==> config.mk <==
export PLATFORM = sky130hd
export DESIGN_NAME = if_id_pipe_reg_flat
export DESIGN_NICKNAME = d
export VERILOG_FILES = /design/src/rtl/mips_pipe_pkg.sv /design/src/rtl/if_id_pipe_reg_if.sv /design/src/rtl/if_id_sat_counter.sv /design/src/rtl/if_id_pipe_reg.sv /design/src/flat_wrapper.sv
export SDC_FILE = /design/constraint.sdc
export NUM_CORES = 1
export LEC_CHECK = 0
export CAP_MARGIN = 20
export CORE_UTILIZATION = 49
export CTS_CLUSTER_SIZE = 16
export DETAILED_ROUTE_END_ITERATION = 10
export PLACE_DENSITY = 0.8
export SETUP_SLACK_MARGIN = 0.3
export SYNTH_ARGS = -nofsm -noshare
export SYNTH_HDL_FRONTEND = slang
export SYNTH_SLANG_ARGS = --single-unit
==> constraint.sdc <==
create_clock -name clock -period 1.9 [get_ports clock]
set_input_delay 0.19 -clock clock [delete_from_list [all_inputs] [get_ports clock]]
set_output_delay 0.19 -clock clock [all_outputs]
set_load 0.01 [all_outputs]
==> src/rtl/mips_pipe_pkg.sv <==
// Shared IF/ID stage types and constants: FSM state encoding, MIPS NOP word, default PC step.
package mips_pipe_pkg;

    typedef enum logic [1:0] {
        EMPTY = 2'd0,
        ONE   = 2'd1,
        TWO   = 2'd2
    } pipe_state_t;

    localparam logic [31:0] MIPS_NOP   = 32'h0000_0000;
    localparam int          DEF_PC_INC = 4;

endpackage

==> src/rtl/if_id_pipe_reg_if.sv <==
// Fetch-to-decode handshake bundle; slave is the pipeline register, master drives fetch and decode sides.
interface if_id_pipe_reg_if #(
    parameter int INSTR_W = 32,
    parameter int PC_W    = 8,
    parameter int CNT_W   = 16
);
    logic               in_valid;
    logic               in_ready;
    logic [INSTR_W-1:0] instr_in;
    logic [PC_W-1:0]    pc_in;
    logic               flush;
    logic               out_valid;
    logic               out_ready;
    logic [INSTR_W-1:0] instr_out;
    logic [PC_W-1:0]    pc_out;
    logic [CNT_W-1:0]   stall_cnt;

    modport slave (
        input  in_valid, instr_in, pc_in, flush, out_ready,
        output in_ready, out_valid, instr_out, pc_out, stall_cnt
    );

    modport master (
        output in_valid, instr_in, pc_in, flush, out_ready,
        input  in_ready, out_valid, instr_out, pc_out, stall_cnt
    );
endinterface

==> src/rtl/if_id_sat_counter.sv <==
// Saturating event counter, cleared only by reset; count updates one cycle after enable.
// No backpressure: sticks at all-ones until reset.
module if_id_sat_counter #(
    parameter int CNT_W = 16
) (
    input  logic             clock,
    input  logic             reset,
    input  logic             enable,
    output logic [CNT_W-1:0] count
);

    always_ff @(posedge clock) begin
        if (reset) begin
            count <= '0;
        end else if (enable && (count != {CNT_W{1'b1}})) begin
            count <= count + CNT_W'(1);
        end
    end

endmodule

==> src/rtl/if_id_pipe_reg.sv <==
// IF/ID register with 2-entry skid, flush and stall counter; 1-cycle latency from accept to out_valid.
// Backpressure: in_ready is registered and drops only when the skid slot is occupied.
module if_id_pipe_reg
    import mips_pipe_pkg::*;
#(
    parameter int                 INSTR_W = 32,
    parameter int                 PC_W    = 8,
    parameter int                 PC_INC  = DEF_PC_INC,
    parameter logic [INSTR_W-1:0] NOP     = INSTR_W'(MIPS_NOP),
    parameter int                 CNT_W   = 16
) (
    input  logic           clock,
    input  logic           reset,
    if_id_pipe_reg_if.slave bus
);

    pipe_state_t        state;
    logic [INSTR_W-1:0] skid_instr;
    logic [PC_W-1:0]    skid_pc;

    logic               accept;
    logic               fire;
    logic [PC_W-1:0]    pc_next;

    assign accept  = bus.in_valid && bus.in_ready;
    assign fire    = bus.out_valid && bus.out_ready;
    // Incremented PC is formed before capture so the output register holds it directly.
    assign pc_next = bus.pc_in + PC_W'(PC_INC);

    // The main entry doubles as the output register, so it is forced to NOP/0 whenever the stage empties.
    always_ff @(posedge clock) begin
        if (reset || bus.flush) begin
            state         <= EMPTY;
            bus.out_valid <= 1'b0;
            bus.in_ready  <= 1'b1;
            bus.instr_out <= NOP;
            bus.pc_out    <= '0;
            skid_instr    <= NOP;
            skid_pc       <= '0;
        end else begin
            case (state)
                EMPTY: begin
                    if (accept) begin
                        state         <= ONE;
                        bus.out_valid <= 1'b1;
                        bus.instr_out <= bus.instr_in;
                        bus.pc_out    <= pc_next;
                    end
                end
                ONE: begin
                    if (fire && accept) begin
                        bus.instr_out <= bus.instr_in;
                        bus.pc_out    <= pc_next;
                    end else if (fire) begin
                        state         <= EMPTY;
                        bus.out_valid <= 1'b0;
                        bus.instr_out <= NOP;
                        bus.pc_out    <= '0;
                    end else if (accept) begin
                        state        <= TWO;
                        bus.in_ready <= 1'b0;
                        skid_instr   <= bus.instr_in;
                        skid_pc      <= pc_next;
                    end
                end
                TWO: begin
                    if (fire) begin
                        state         <= ONE;
                        bus.in_ready  <= 1'b1;
                        bus.instr_out <= skid_instr;
                        bus.pc_out    <= skid_pc;
                    end
                end
                default: begin
                    state         <= EMPTY;
                    bus.out_valid <= 1'b0;
                    bus.in_ready  <= 1'b1;
                    bus.instr_out <= NOP;
                    bus.pc_out    <= '0;
                end
            endcase
        end
    end

    if_id_sat_counter #(
        .CNT_W (CNT_W)
    ) u_stall_cnt (
        .clock  (clock),
        .reset  (reset),
        .enable (bus.out_valid && !bus.out_ready),
        .count  (bus.stall_cnt)
    );

endmodule

==> src/flat_wrapper.sv <==
// flat-port wrapper written by rule: the top's interface ports become plain ports
module if_id_pipe_reg_flat import mips_pipe_pkg::*;
#(
    parameter int                 INSTR_W = 32,
    parameter int                 PC_W    = 8,
    parameter int                 PC_INC  = DEF_PC_INC,
    parameter logic [INSTR_W-1:0] NOP     = INSTR_W'(MIPS_NOP),
    parameter int                 CNT_W   = 16
)
  (clock, reset, bus_in_valid, bus_instr_in, bus_pc_in, bus_flush, bus_out_ready, bus_in_ready, bus_out_valid, bus_instr_out, bus_pc_out, bus_stall_cnt);
  if_id_pipe_reg_if #(.INSTR_W(INSTR_W), .PC_W(PC_W), .CNT_W(CNT_W)) bus_i ();
  input  logic clock;
  input  logic reset;
  input wire logic [$bits(bus_i.in_valid)-1:0] bus_in_valid;
  input wire logic [$bits(bus_i.instr_in)-1:0] bus_instr_in;
  input wire logic [$bits(bus_i.pc_in)-1:0] bus_pc_in;
  input wire logic [$bits(bus_i.flush)-1:0] bus_flush;
  input wire logic [$bits(bus_i.out_ready)-1:0] bus_out_ready;
  output wire logic [$bits(bus_i.in_ready)-1:0] bus_in_ready;
  output wire logic [$bits(bus_i.out_valid)-1:0] bus_out_valid;
  output wire logic [$bits(bus_i.instr_out)-1:0] bus_instr_out;
  output wire logic [$bits(bus_i.pc_out)-1:0] bus_pc_out;
  output wire logic [$bits(bus_i.stall_cnt)-1:0] bus_stall_cnt;
  assign bus_i.in_valid = bus_in_valid;
  assign bus_i.instr_in = bus_instr_in;
  assign bus_i.pc_in = bus_pc_in;
  assign bus_i.flush = bus_flush;
  assign bus_i.out_ready = bus_out_ready;
  assign bus_in_ready = bus_i.in_ready;
  assign bus_out_valid = bus_i.out_valid;
  assign bus_instr_out = bus_i.instr_out;
  assign bus_pc_out = bus_i.pc_out;
  assign bus_stall_cnt = bus_i.stall_cnt;
  if_id_pipe_reg #(.INSTR_W(INSTR_W), .PC_W(PC_W), .PC_INC(PC_INC), .NOP(NOP), .CNT_W(CNT_W)) u_core (.clock(clock), .reset(reset), .bus(bus_i));
endmodule
* Word level (Yosys, flattened, before mapping)
Index checks and enable logic that the tools add are counted.
Operators by class: add/subtract/negate cells 2, equal/unequal tests 11, mux-type cells 25, bitwise gates (word level) 4, reduce and logical (&&, ||, !) cells 13
Operators by type and width (number):
- $mux 32 | 4
- $pmux 32 s3 | 1
- $mux 8 | 4
- $pmux 8 s3 | 1
- $add 16x1->16 const B | 1
- $ne 16x16->1 const B | 1
- $reduce_and 4->1 | 3
- $mux 2 | 5
- $add 8x3->8 const B | 1
- $ne 2x1->1 const B | 4
- $mux 1 | 7
- $ne 3x1->1 const B | 2
- $pmux 1 s3 | 2
- $pmux 2 s3 | 1
- $logic_and 1x1->1 | 5
- $reduce_and 5->1 | 1
- $ne 2x2->1 const B | 2
- $not 1->1 | 4
- $reduce_and 3->1 | 1
- $eq 2x1->1 const B | 1
- $eq 2x2->1 const B | 1
- $logic_not 2->1 | 1
- $logic_not 1->1 | 1
- $logic_or 1x1->1 | 1
Word-level totals: bits in registers 100, input bits 45, output and inout bits 58, word-level logic and storage cells 63

* Depth between registers and ports, before layout
Gate-level depths: netlist (run 1).
word-level depth 5, gate-level depth with buffers 7, depth with buffers taken out 5

* Hierarchy
A second synthesis (run 1) with hierarchy kept.
Unflattened totals: cell total of the unflattened synthesis 537, area total of the unflattened synthesis 4493.1 um^2
By module, submodules not included:
- if_id_pipe_reg | instances 1, cells an instance 438, area each 3644.7 um^2, sequential area each 1681.6 um^2
- if_id_sat_counter | instances 1, cells an instance 99, area each 848.3 um^2, sequential area each 320.3 um^2

* Least setup slack after synthesis (run 1)
OpenSTA, ideal clock, no wires.
path kind register to register, from register u_core.bus.out_valid, to register u_core.u_stall_cnt.count[7], arrival 1.690 ns, required time 1.830 ns, path slack 0.139 ns, stages on the path, launching flop included 6, path buffers 1, clock period less this slack 1.761 ns, cell sequence dfxtp_1 -> buf_4 -> nor2b_1 -> nand4_1 -> or4_2 -> a21oi_1
On the way: word-level cells in the longest chain between the ends 2
Ends and longest elaborated chain:
- start, declared | line if_id_pipe_reg_if.sv:20 | output in_ready, out_valid, instr_out, pc_out, stall_cnt
- start signal, assigned | line if_id_pipe_reg.sv:34 | bus.out_valid <= 1'b0;
- start signal, assigned | line if_id_pipe_reg.sv:45 | bus.out_valid <= 1'b1;
- start signal, assigned | line if_id_pipe_reg.sv:56 | bus.out_valid <= 1'b0;
- $logic_and 1x1->1 | line if_id_pipe_reg.sv:90 | .enable (bus.out_valid && !bus.out_ready),
- $logic_and 1x1->1 | line if_id_sat_counter.sv:15 | end else if (enable && (count != {CNT_W{1'b1}})) begin
- end signal, assigned | line if_id_sat_counter.sv:16 | count <= count + CNT_W'(1);
- end, declared | line if_id_sat_counter.sv:9 | output logic [CNT_W-1:0] count
Every way passes these cells. A chain may end at the register's enable or synchronous reset.

* Worst setup path after layout (run 1)
from register u_core.u_stall_cnt.count[0], to register u_core.u_stall_cnt.count[15]
On the way: word-level cells in the longest chain between the ends 2, elaborated cells between the ends (all ways) 3, those cells by class 1 x add/sub; 1 x eq/ne; 1 x reduce/logical
Ends and longest elaborated chain:
- parallel branches: the longest is 2 deep, another holds $add 16x1->16
Several ways; the timed one is not identified.

==> results of run 1 <==
## tightest hold or removal path: stages
cell and delay (ns):
dlymetal6s2s_1 0.15, buf_6 0.15, nand2_1 0.06, nand3b_1 0.08
a21oi_1 0.05
## cells by family after synthesis
group                      Yosys count  synth area share
AOI/OAI and AO/OA                  153            0.2597
xor gates and xnor gates             4          0.008606
adders and majority gates            2          0.006145
buffers and inverters               34           0.03811
DFF                                100            0.4917
muxes                                4           0.01014
and+or+nand+nor                    156            0.1856
## through the flow
stage / utilization / std cells / power (mW) / cell area [um2]
3_3_place_gp: 0.6915 / 657 / 2.611 / 5454
3_5_place_dp: 0.6915 / 657 / 2.621 / 5454
5_1_grt: 0.7595 / 699 / 3.997 / 5991
4_1_cts: 0.7365 / 689 / 3.865 / 5809
6_report: 0.7595 / 699 / 3.861 / 5991
2_1_floorplan: - / 453 / 2.374 / 4133
## cells in the mapped netlist, types with 2 or more instances
library cell / n
nor3_1: 8
ha_1: 2
nor4_1: 5
xor2_1: 2
o21ai_0: 9
nor2_1: 17
and3_1: 2
xnor2_1: 2
o31ai_1: 5
clkbuf_1: 16
or4_1: 5
nor2b_1: 3
a221o_1: 4
mux2i_1: 3
nand3_1: 9
dfxtp_1: 100
nand4_1: 5
nand3b_1: 3
inv_1: 3
nand2_1: 80
a21o_1: 35
or3_1: 4
a22o_1: 35
a21oi_1: 51
buf_2: 13
and2_1: 2
a211oi_1: 6
## cell type report
class	instances	share of cell area
Sequential cell	100	0.3440
Multi-Input combinational cell	319	0.3440
Timing Repair Buffer	159	0.2584
Clock buffer	10	0.02297
Tap cell	102	0.02130
Clock inverter	6	0.007519
Inverter	3	0.001880
## layer usage
metal | global-route usage | up-vias
li1 | - | 1917
met1 | 0.3041 | 1924
met2 | 0.4369 | 176
met3 | 0.06992 | 37
met4 | 0.06410 | 0
met5 | 0 | -
## cells in the final DEF, fill, tap and decap left out, types with 3 or more instances in the layout
master,Yosys,routed
clkdlybuf4s50_1,0,94
dfxtp_1,100,81
nand2_1,80,80
buf_4,1,50
a21oi_1,51,48
a22o_1,35,35
a21o_1,35,35
nor2_1,17,17
dfxtp_4,0,14
clkbuf_8,0,10
o21ai_0,9,9
dlymetal6s2s_1,0,8
nand3_1,9,7
nor3_1,8,6
a211oi_1,6,6
buf_12,0,6
nand4_1,5,5
dfxtp_2,0,5
or4_4,1,4
or3_1,4,4
a221o_1,4,4
nand3b_1,3,3
inv_1,3,3
mux2i_1,3,3
o31ai_1,5,3
a21oi_2,0,3
or4_1,5,3
## worst paths after layout
| path | startpoint | to |
|---|---|---|
| max | u_core.u_stall_cnt.count[0]$_SDFFE_PP0P_ | u_core.u_stall_cnt.count[15]$_SDFFE_PP0P_ |
| min | bus_out_ready | u_core.bus.out_valid$_SDFFE_PP0P_ |
| max reg2reg | u_core.u_stall_cnt.count[0]$_SDFFE_PP0P_ | u_core.u_stall_cnt.count[15]$_SDFFE_PP0P_ |
| min reg2reg | u_core.bus.instr_out[3]$_SDFFE_PP0P_ | u_core.bus.instr_out[3]$_SDFFE_PP0P_ |
## sequential cells by signal (all words and copies together) (netlist names)
| signal | flops |
|---|---|
| u_core.bus.in_ready | 1 |
| u_core.bus.instr_out | 32 |
| u_core.bus.out_valid | 1 |
| u_core.bus.pc_out | 8 |
| u_core.skid_instr | 32 |
| u_core.skid_pc | 8 |
| u_core.state | 2 |
| u_core.u_stall_cnt.count | 16 |
## timing repair
| item | CTS | global route |
|---|---|---|
| pin swaps | 8 | 13 |
| endpoints found under the setup margin | 13 | 73 |
| setup buffers | 16 | 10 |
| gates resized for setup | 18 | 29 |
## power breakdown
group          internal [mW]  leakage [nW]  switching (mW)  total, mW
clock network          0.523        0.0936           0.758       1.28
registers               2.12         0.822          0.0281       2.15
logic                  0.238          1.63           0.193      0.432
total                   2.88          2.54           0.980       3.86
==> flow_summary.toml, run 1 <==
[global_routing]
antenna_found_initial = 0
grt_pass1_wl_um = 17390
grtUsageTotal = 0.2509
grt_overflow = 0
grt_start_max_net_pins = 36
grt_pass1_vias = 3730

[detailed_routing]
drtPass1Iterations = 5
routedLengthMet1_um = 4863
viasPerCell = 5.800
wl_met2_um = 5817
drc = 0
dr.max_layer_used = "met4"
wl_per_cell_um = 16.82
drt-total-wl_um = 11760
vias = 4054
ant_nets = 0
drt-initial-drc-count = 224
met3_length_um = 790

[sta]
holdWs_ns = 0.3641
relSlewSlack = 0.7498
finClkSkew_ns = 0.01492
period_needed_ns = 1.741
maxSlewViolCount = 0
hold_violations = 0
rsz0062_at_grt = "yes"
fmax_ghz = 0.5742
setup_tns_ns = 0
worst_slew_pin_slew_ns = 0.3718
setup-violations-final = 0
post-route-period-util = 0.9165
setup_slack_ns = 0.1586

[critical_path]
cp_max_fo = 4
start_kind = "flip-flop"
ff2ff_path_depth = 4
critPathMaxStageDelay_ns = 0.53
crit_type = "reg2reg"
cp_cell_sequence = "nand4_1 > or4_4 > or4_1 > a21oi_1"
path_delay_family = "simple AND/OR/NAND/NOR gates"
cp.required_ns = 2.19
end_kind = "flip-flop"
reg2reg_setup_slack_ns = 0.16
cp.buffers_inverters = 0
cp_num_cells = 4
cp.arrival_ns = 2.03
cp_slowest_cell = "or4_4"

[placement]
post-dp-hpwl_um = 7105
place_ws_ns = -0.1270
gp_congestion = 0.8703
port_buffers = 102

[logic_synthesis]
avgSynthCellArea_um2 = 8.988
ys.flop_type = "dfxtp_1"
yosys-top-cells-area = "dfxtp_1 49%, a22o_1 7.5%, nand2_1 7.4%"
synth-edff-count = 0
syn-num-nets = 500
ys_async_sr_fraction = 0
ys_seq_area_frac = 0.4917
ys_warn_count = 0
netlist_area_mm2 = 0.004071
postSynthCellCount = 453
synth_cell_type_count = 51
ys_ff_latch = 100
synth_top_cell_by_area = "dfxtp_1"
synth_top_cell_area_share = 0.4917

[cts]
cts.reportedPaths.clkPinSlew_ns = 0.10
hold_buffers = 0
cts_num_sinks = 100
insertion_delay_ns = 0.36
htreeDepth = 3
cts.path.max_buffers = 2
cts_tree = "done"
clockRootBuffer = "clkbuf_8"
cts_made_buffers = 9

[run]
drv_cap = 0

[floorplanning]
pin_count = 103
die_y_um = 93.16
die-area_mm2 = 0.008678
die_w_um = 93.16
rows = 32
initial_core_util = 0.5162
core_area_mm2 = 0.007888

[cells_and_area]
multi_input_area_mm2 = 0.002061
insertedDiodeCount = 0
nFillCells = 556
drive_above_1_share = 0.1977
seq_area_mm2 = 0.002061
area_delta_synth_final_pct = 47.14
nets = 639

[run_status]
status = "finished clean"

[hold_path]
holdPathStages = 5
hold_path_class = "in2reg"

[pwr]
ir_worst_vdd_uv = 601.0
power_density_mw_per_mm2 = 644.5
leakage_nw = 2.544
Power figures use the tool's default switching activity.
==> run 2: changes to the inputs <==
- CORE_UTILIZATION: 49 -> 50
- SYNTH_HIERARCHICAL: unset -> 1
==> run 2 against run 1 <==
  * Critical path depth is 2 higher
  * Utilization decreased by 5.0 points
  * Setup slack better by 0.13 ns
  * Register-to-register slack improved by 0.13 ns
  * Sequential share of layout area shrank 1.1 points
  * Non-clock buffer count shrank 18
  * Combinational power is 37% higher
  * Largest cell class is now multi-input combinational cells
==> flow_summary.toml, run 2 <==
[run_status]
status = "finished clean"

[detailed_routing]
viasPerCell = 5.951
drc = 0
drt-initial-drc-count = 342
ant_nets = 0
drtPass1Iterations = 5
vias = 4523
drt-total-wl_um = 12530
wl_per_cell_um = 16.48

[sta]
finClkSkew_ns = 0.01779
worst_slew_pin_slew_ns = 0.5743
setup_slack_ns = 0.2878
maxSlewViolCount = 0
post-route-period-util = 0.8485
fmax_ghz = 0.6203
period_needed_ns = 1.612
relSlewSlack = 0.6171
hold_violations = 0
setup-violations-final = 0
rsz0062_at_grt = "yes"
holdWs_ns = 0.4179

[logic_synthesis]
synth_top_cell_by_area = "dfxtp_1"
synth.most_common_cell = "nand2_1"
yosys-top-cells-area = "dfxtp_1 45%, nand2_1 9.9%, a21oi_1 9.5%"
ys_warn_count = 6
synth-edff-count = 0
postSynthCellCount = 537
synth_cell_type_count = 52
syn-num-nets = 584
netlist_area_mm2 = 0.004493
ys_ff_latch = 100
ys.flop_type = "dfxtp_1"
avgSynthCellArea_um2 = 8.367
ys_seq_area_frac = 0.4456
ys_async_sr_fraction = 0
synth_top_cell_area_share = 0.4456
synth_common_cells = "118 x nand2_1, 100 x dfxtp_1, 85 x a21oi_1"

[critical_path]
crit_type = "reg2reg"
cp.buffers_inverters = 2
cp_cell_sequence = "nand4_4 > buf_6 > nor4_4 > buf_2 > or4_1 > a21oi_1"
cp_slowest_cell = "nor4_4"
start_kind = "flip-flop"
ff2ff_path_depth = 6
reg2reg_to = "u_core/u_stall_cnt/count[5]$_SDFFE_PP0P_"
cp.arrival_ns = 1.86
path_delay_family = "simple AND/OR/NAND/NOR gates"
r2r_start = "u_core/u_stall_cnt/count[4]$_SDFFE_PP0P_"
critPathMaxStageDelay_ns = 0.41
reg2reg_setup_slack_ns = 0.29
cp_max_fo = 6
end_kind = "flip-flop"
cp.required_ns = 2.15

[cells_and_area]
nets = 694
reg_top3 = "u_core/bus.instr_out (32), u_core/skid_instr (32), u_core/u_stall_cnt/count (16)"
design_area_mm2 = 0.006187
drive_above_1_share = 0.1503
insertedDiodeCount = 0
final_common_cell = "nand2_1"
fin_cells = 760
area_delta_synth_final_pct = 37.71
mostFrequentLayoutCells = "117 x nand2_1, 101 x clkdlybuf4s50_1, 83 x a21oi_1, 80 x dfxtp_1, 36 x a2bb2oi_1"
nFillCells = 679

[floorplanning]
die_y_um = 96.80
die_w_um = 96.80
pin_count = 103
initial_core_util = 0.5152
core_area_mm2 = 0.008721
rows = 34
die-area_mm2 = 0.009369

[placement]
gp_congestion = 0.8220
dp_cells = 732
place_ws_ns = -0.01862
port_buffers = 102
post-dp-hpwl_um = 7843
placed_area_mm2 = 0.005718

[global_routing]
grt_pass1_vias = 4176
antenna_found_initial = 0
grt_start_max_net_pins = 42
grtUsageTotal = 0.2534
grt_overflow = 0
grt_pass1_wl_um = 19900

[cts]
clockRootBuffer = "clkbuf_8"
insertion_delay_ns = 0.36
cts_tree = "done"
cts_made_buffers = 9
htreeDepth = 3
cts_num_sinks = 100
cts.path.max_buffers = 2
cts.reportedPaths.clkPinSlew_ns = 0.11

[hold_path]
hp-start = "bus_instr_in[29]"
holdPathStages = 3
hold_path_class = "in2reg"
hold_end = "u_core/skid_instr[29]$_SDFFE_PP0P_"

[pwr]
ir_worst_vdd_uv = 407.6
leakage_nw = 2.098
power_density_mw_per_mm2 = 674.4

[run]
drv_cap = 0
==> run 2: cell count changes after synthesis, sizes merged, moves of 6 or more <==
cell     before  now
a21o         35    1
a22oi         0   35
clkbuf       16   22
a21oi        51   85
a2bb2oi       0   36
nand2        80  119
a22o         35    0
==> run 2: layout make-up <==
| type | instances | area [um2] | area share |
|---|---|---|---|
| inverter | 3 | 11.26 | 0.001820 |
| clock inverter | 7 | 82.58 | 0.01335 |
| tap | 108 | 135.1 | 0.02184 |
| multi-input combinational | 392 | 2361 | 0.3816 |
| sequential | 100 | 2062 | 0.3333 |
| clock buffer | 9 | 123.9 | 0.02002 |
| timing repair buffer | 141 | 1411 | 0.2281 |
==> run 2: per-layer routing <==
layer / track usage / vias to the layer above / wire length (um)
met5: 0 / - / 0
met4: 0.1056 / 0 / 170
met3: 0.04263 / 15 / 584
met2: 0.4122 / 155 / 6156
met1: 0.3333 / 2175 / 5616
li1: - / 2178 / -
==> run 2: worst max path at each step <==
stage / start / endpoint / slack (ns) / cells after the start
2_1_floorplan: u_core/u_stall_cnt/count[14]$_SDFFE_PP0P_ / u_core/u_stall_cnt/count[15]$_SDFFE_PP0P_ / 0.32 / 4
3_3_place_gp: bus_out_ready / u_core/u_stall_cnt/count[11]$_SDFFE_PP0P_ / 0.04 / 5
3_5_place_dp: bus_out_ready / u_core/u_stall_cnt/count[11]$_SDFFE_PP0P_ / -0.02 / 5
4_1_cts: u_core/state[1]$_SDFFE_PP0P_ / u_core/bus.instr_out[3]$_SDFFE_PP0P_ / 0.29 / 5
5_1_grt: u_core/u_stall_cnt/count[6]$_SDFFE_PP0P_ / u_core/u_stall_cnt/count[0]$_SDFFE_PP0P_ / 0.21 / 6
6_report: u_core/u_stall_cnt/count[4]$_SDFFE_PP0P_ / u_core/u_stall_cnt/count[5]$_SDFFE_PP0P_ / 0.29 / 6
==> run 2: power breakdown <==
part	total [mW]	internal, mW	switching, mW
Sequential	2.15	2.12	0.0327
Combinational	0.593	0.311	0.282
Clock	1.43	0.633	0.794
==> run 2: metrics by stage <==
step / power (mW) / util / TNS (ns)
finish: 4.172 / 0.7095 / 0
global route: 4.328 / 0.7095 / 0
CTS: 4.181 / 0.6895 / 0
detailed placement: 2.793 / 0.6557 / -0.02793
global placement: 2.779 / 0.6557 / 0
floorplan: 2.520 / - / 0
==> run 2: cell families (layout without fill, tap and decap cells) <==
logic type	count (synthesis)	count (layout)	synth area share
AO/OA/AOI/OAI	184	184	0.2746
XOR/XNOR	5	5	0.009746
AND/OR/NAND/NOR	198	198	0.2094
flip-flops	100	100	0.4456
adder cells (fa/ha/maj)	2	2	0.005569
buffers and inverters	45	160	0.04817
multiplexers	3	3	0.006962
==> run 2: worst reg2reg max path: cells and delay by family, from the launching register on <==
kind | cells | cell delay, ns
flops | 1 | 0.38
buf+inv | 2 | 0.39
compound gates | 1 | 0.06
simple gates | 3 | 0.68
==> run 2: repair_timing <==
action / CTS / global route
hold buffers: 0 / 0
pin swaps: 1 / 11
setup buffers: 3 / 6
setup endpoints to repair: 34 / 58
resized for setup: 25 / 28
gates cloned: 0 / 3
==> run 3: changes to the inputs <==
- CORE_UTILIZATION: 50 -> 45
- PLACE_DENSITY: 0.8 -> 0.76
- clock period: 1.9 -> 1.4 ns (I/O delays scaled with it)
==> run 3 against run 2 <==
  * Via count is 18% higher
  * Final area is 28% higher
  * Sequential power up 36%
  * Combinational power rose by 110%
  * Utilization grew 10 points
  * Register-to-register slack worse by 0.61 ns
  * The flow now finishes with violations (setup timing)
  * Sequential cell count did not move
  * Setup slack worse by 0.61 ns
  * Clock power grew 43%
  * Clock skew is 0.0054 ns lower
  * Highest routed layer unchanged
  * Wire length up 49%
==> flow_summary.toml, run 3 (same netlist as run 2, synthesis figures left out) <==
[run_status]
status = "complete, but fails checks"
violations = "setup timing"

[floorplanning]
pin_count = 103
initial_core_util = 0.4618
rows = 36
die_w_um = 101.9
die_y_um = 101.9
die-area_mm2 = 0.01039
core_area_mm2 = 0.009729

[cts]
cts_tree = "done"
cts.path.max_buffers = 2
cts_made_buffers = 9
hold_buffers = 0
cts_num_sinks = 100
htreeDepth = 3
insertion_delay_ns = 0.37
cts.reportedPaths.clkPinSlew_ns = 0.10
clockRootBuffer = "clkbuf_8"

[detailed_routing]
drt-initial-drc-count = 467
vias = 5339
drtPass1Iterations = 6
viasPerCell = 6.137
dr.max_layer_used = "met4"
met3_length_um = 1410
wl_met2_um = 9504
wl_per_cell_um = 21.46
ant_nets = 0
routedLengthMet1_um = 7043
drc = 0
drt-total-wl_um = 18670

[sta]
hold_violations = 0
setup-violations-final = 98
post-route-period-util = 1.232
period_needed_ns = 1.725
relSlewSlack = 0.7020
setup_tns_ns = -18.66
finClkSkew_ns = 0.01244
fmax_ghz = 0.5798
rsz0062_at_grt = "yes"
holdWs_ns = 0.3655
maxSlewViolCount = 0
worst_slew_pin_slew_ns = 0.4460
setup_slack_ns = -0.3246

[cells_and_area]
nets = 781
final_common_cell = "nand2_1"
area_delta_synth_final_pct = 76.05
reg_top3 = "u_core/bus.instr_out (32), u_core/skid_instr (32), u_core/u_stall_cnt/count (16)"
mostFrequentLayoutCells = "93 x nand2_1, 68 x buf_6, 59 x dfxtp_1, 55 x buf_4, 54 x a21oi_1"
nFillCells = 515
insertedDiodeCount = 0
drive_above_1_share = 0.5360

[critical_path]
cp.arrival_ns = 2.00
cp.buffers_inverters = 2
crit_type = "reg2reg"
cp.required_ns = 1.67
end_kind = "flip-flop"
reg2reg_to = "u_core/bus.instr_out[10]$_SDFFE_PP0P_"
start_kind = "flip-flop"
path_delay_family = "compound AO/OA/AOI/OAI gates"
r2r_start = "u_core/state[1]$_SDFFE_PP0P_"
ff2ff_path_depth = 6
critPathMaxStageDelay_ns = 0.38
cp_cell_sequence = "and3b_2 > o32ai_4 > buf_6 > buf_12 > a2bb2oi_1 > a21oi_1"
cp_slowest_cell = "dfxtp_4"
reg2reg_setup_slack_ns = -0.32
cp_max_fo = 8

[pwr]
pwr-share-seq = 0.471
switchingPower_mw = 1.661
combPwrFrac = 0.200
power_frac_clock = 0.329
intPower_mw = 4.548
leakage_nw = 2.931
ir_worst_vdd_uv = 583.4
p_sw_frac = 0.2675
power_density_mw_per_mm2 = 784.9

[global_routing]
grt_start_max_net_pins = 55
grt_pass1_vias = 4975
grt_overflow = 0
antenna_found_initial = 0
grtUsageTotal = 0.2981
grt_pass1_wl_um = 24050

[hold_path]
holdPathStages = 3
hold_end = "u_core/skid_instr[28]$_SDFFE_PP0P_"
hold_path_class = "in2reg"
hp-start = "bus_instr_in[28]"

[placement]
port_buffers = 102
gp_congestion = 0.8339
post-dp-hpwl_um = 9016

[run]
drv_cap = 0
## run 3: layout make-up
class / instances / area [um2] / share of cell area
sequential: 100 / 2093 / 0.2646
clock buffer: 13 / 180.2 / 0.02278
inverter: 3 / 11.26 / 0.001424
timing repair buffer: 228 / 2390 / 0.3021
multi-input combinational: 392 / 3039 / 0.3842
clock inverter: 1 / 30.03 / 0.003796
tap: 133 / 166.4 / 0.02104
## run 3: through the flow
step | utilization | total power, mW | cells | worst slack [ns] | instance area (um2)
finish | 0.8130 | 6.208 | 870 | -0.3246 | 7910
global route | 0.8130 | 6.357 | 870 | -0.4064 | 7910
CTS | 0.7487 | 5.972 | 842 | -0.1716 | 7284
detailed placement | 0.6622 | 3.902 | 803 | -0.4596 | 6442
global placement | 0.6622 | 3.877 | 803 | -0.3916 | 6442
floorplan | - | 3.499 | 537 | -0.1363 | 4912
## run 3: worst register-to-register path, delay by kind of cell (launching register included)
kind                   cells  cell delay (ns)
AOI/OAI and AO/OA          3             0.60
DFF                        1             0.38
buffers and inverters      2             0.35
and+or+nand+nor            1             0.29
## run 3: routing by layer
layer | vias to the layer above | GRT usage
met4 | 0 | 0.1319
li1 | 2347 | -
met1 | 2592 | 0.3602
met3 | 73 | 0.05267
met2 | 327 | 0.5198
met5 | - | 0
## run 3: how the worst max path moves through the flow
stage                                                  start                                        end  slack [ns]  cells past startpoint
floorplan           u_core/u_stall_cnt/count[5]$_SDFFE_PP0P_  u_core/u_stall_cnt/count[15]$_SDFFE_PP0P_       -0.14                      4
global placement                               bus_out_ready      u_core/bus.instr_out[28]$_SDFFE_PP0P_       -0.39                      6
detailed placement                              bus_in_valid          u_core/bus.pc_out[4]$_SDFFE_PP0P_       -0.46                      6
CTS                             u_core/state[1]$_SDFFE_PP0P_             u_core/skid_pc[4]$_SDFFE_PP0P_       -0.17                      6
global route        u_core/u_stall_cnt/count[0]$_SDFFE_PP0P_   u_core/u_stall_cnt/count[1]$_SDFFE_PP0P_       -0.41                      6
finish                          u_core/state[1]$_SDFFE_PP0P_      u_core/bus.instr_out[10]$_SDFFE_PP0P_       -0.32                      6
## run 3: power by group through the flow
stage	Clock, mW	Combinational, mW	Sequential, mW
2_1_floorplan	0	0.488	3.01
3_3_place_gp	0	0.883	2.99
3_5_place_dp	0	0.905	3.00
4_1_cts	2.01	1.03	2.92
5_1_grt	2.13	1.29	2.93
6_report	2.04	1.24	2.93
## run 3: timing repair
| action | CTS | global route |
|---|---|---|
| pin swaps | 21 | 39 |
| cloned | 5 | 5 |
| setup endpoints to repair | 158 | 151 |
| gates resized for setup | 285 | 143 |
| buffers inserted | 20 | 23 |
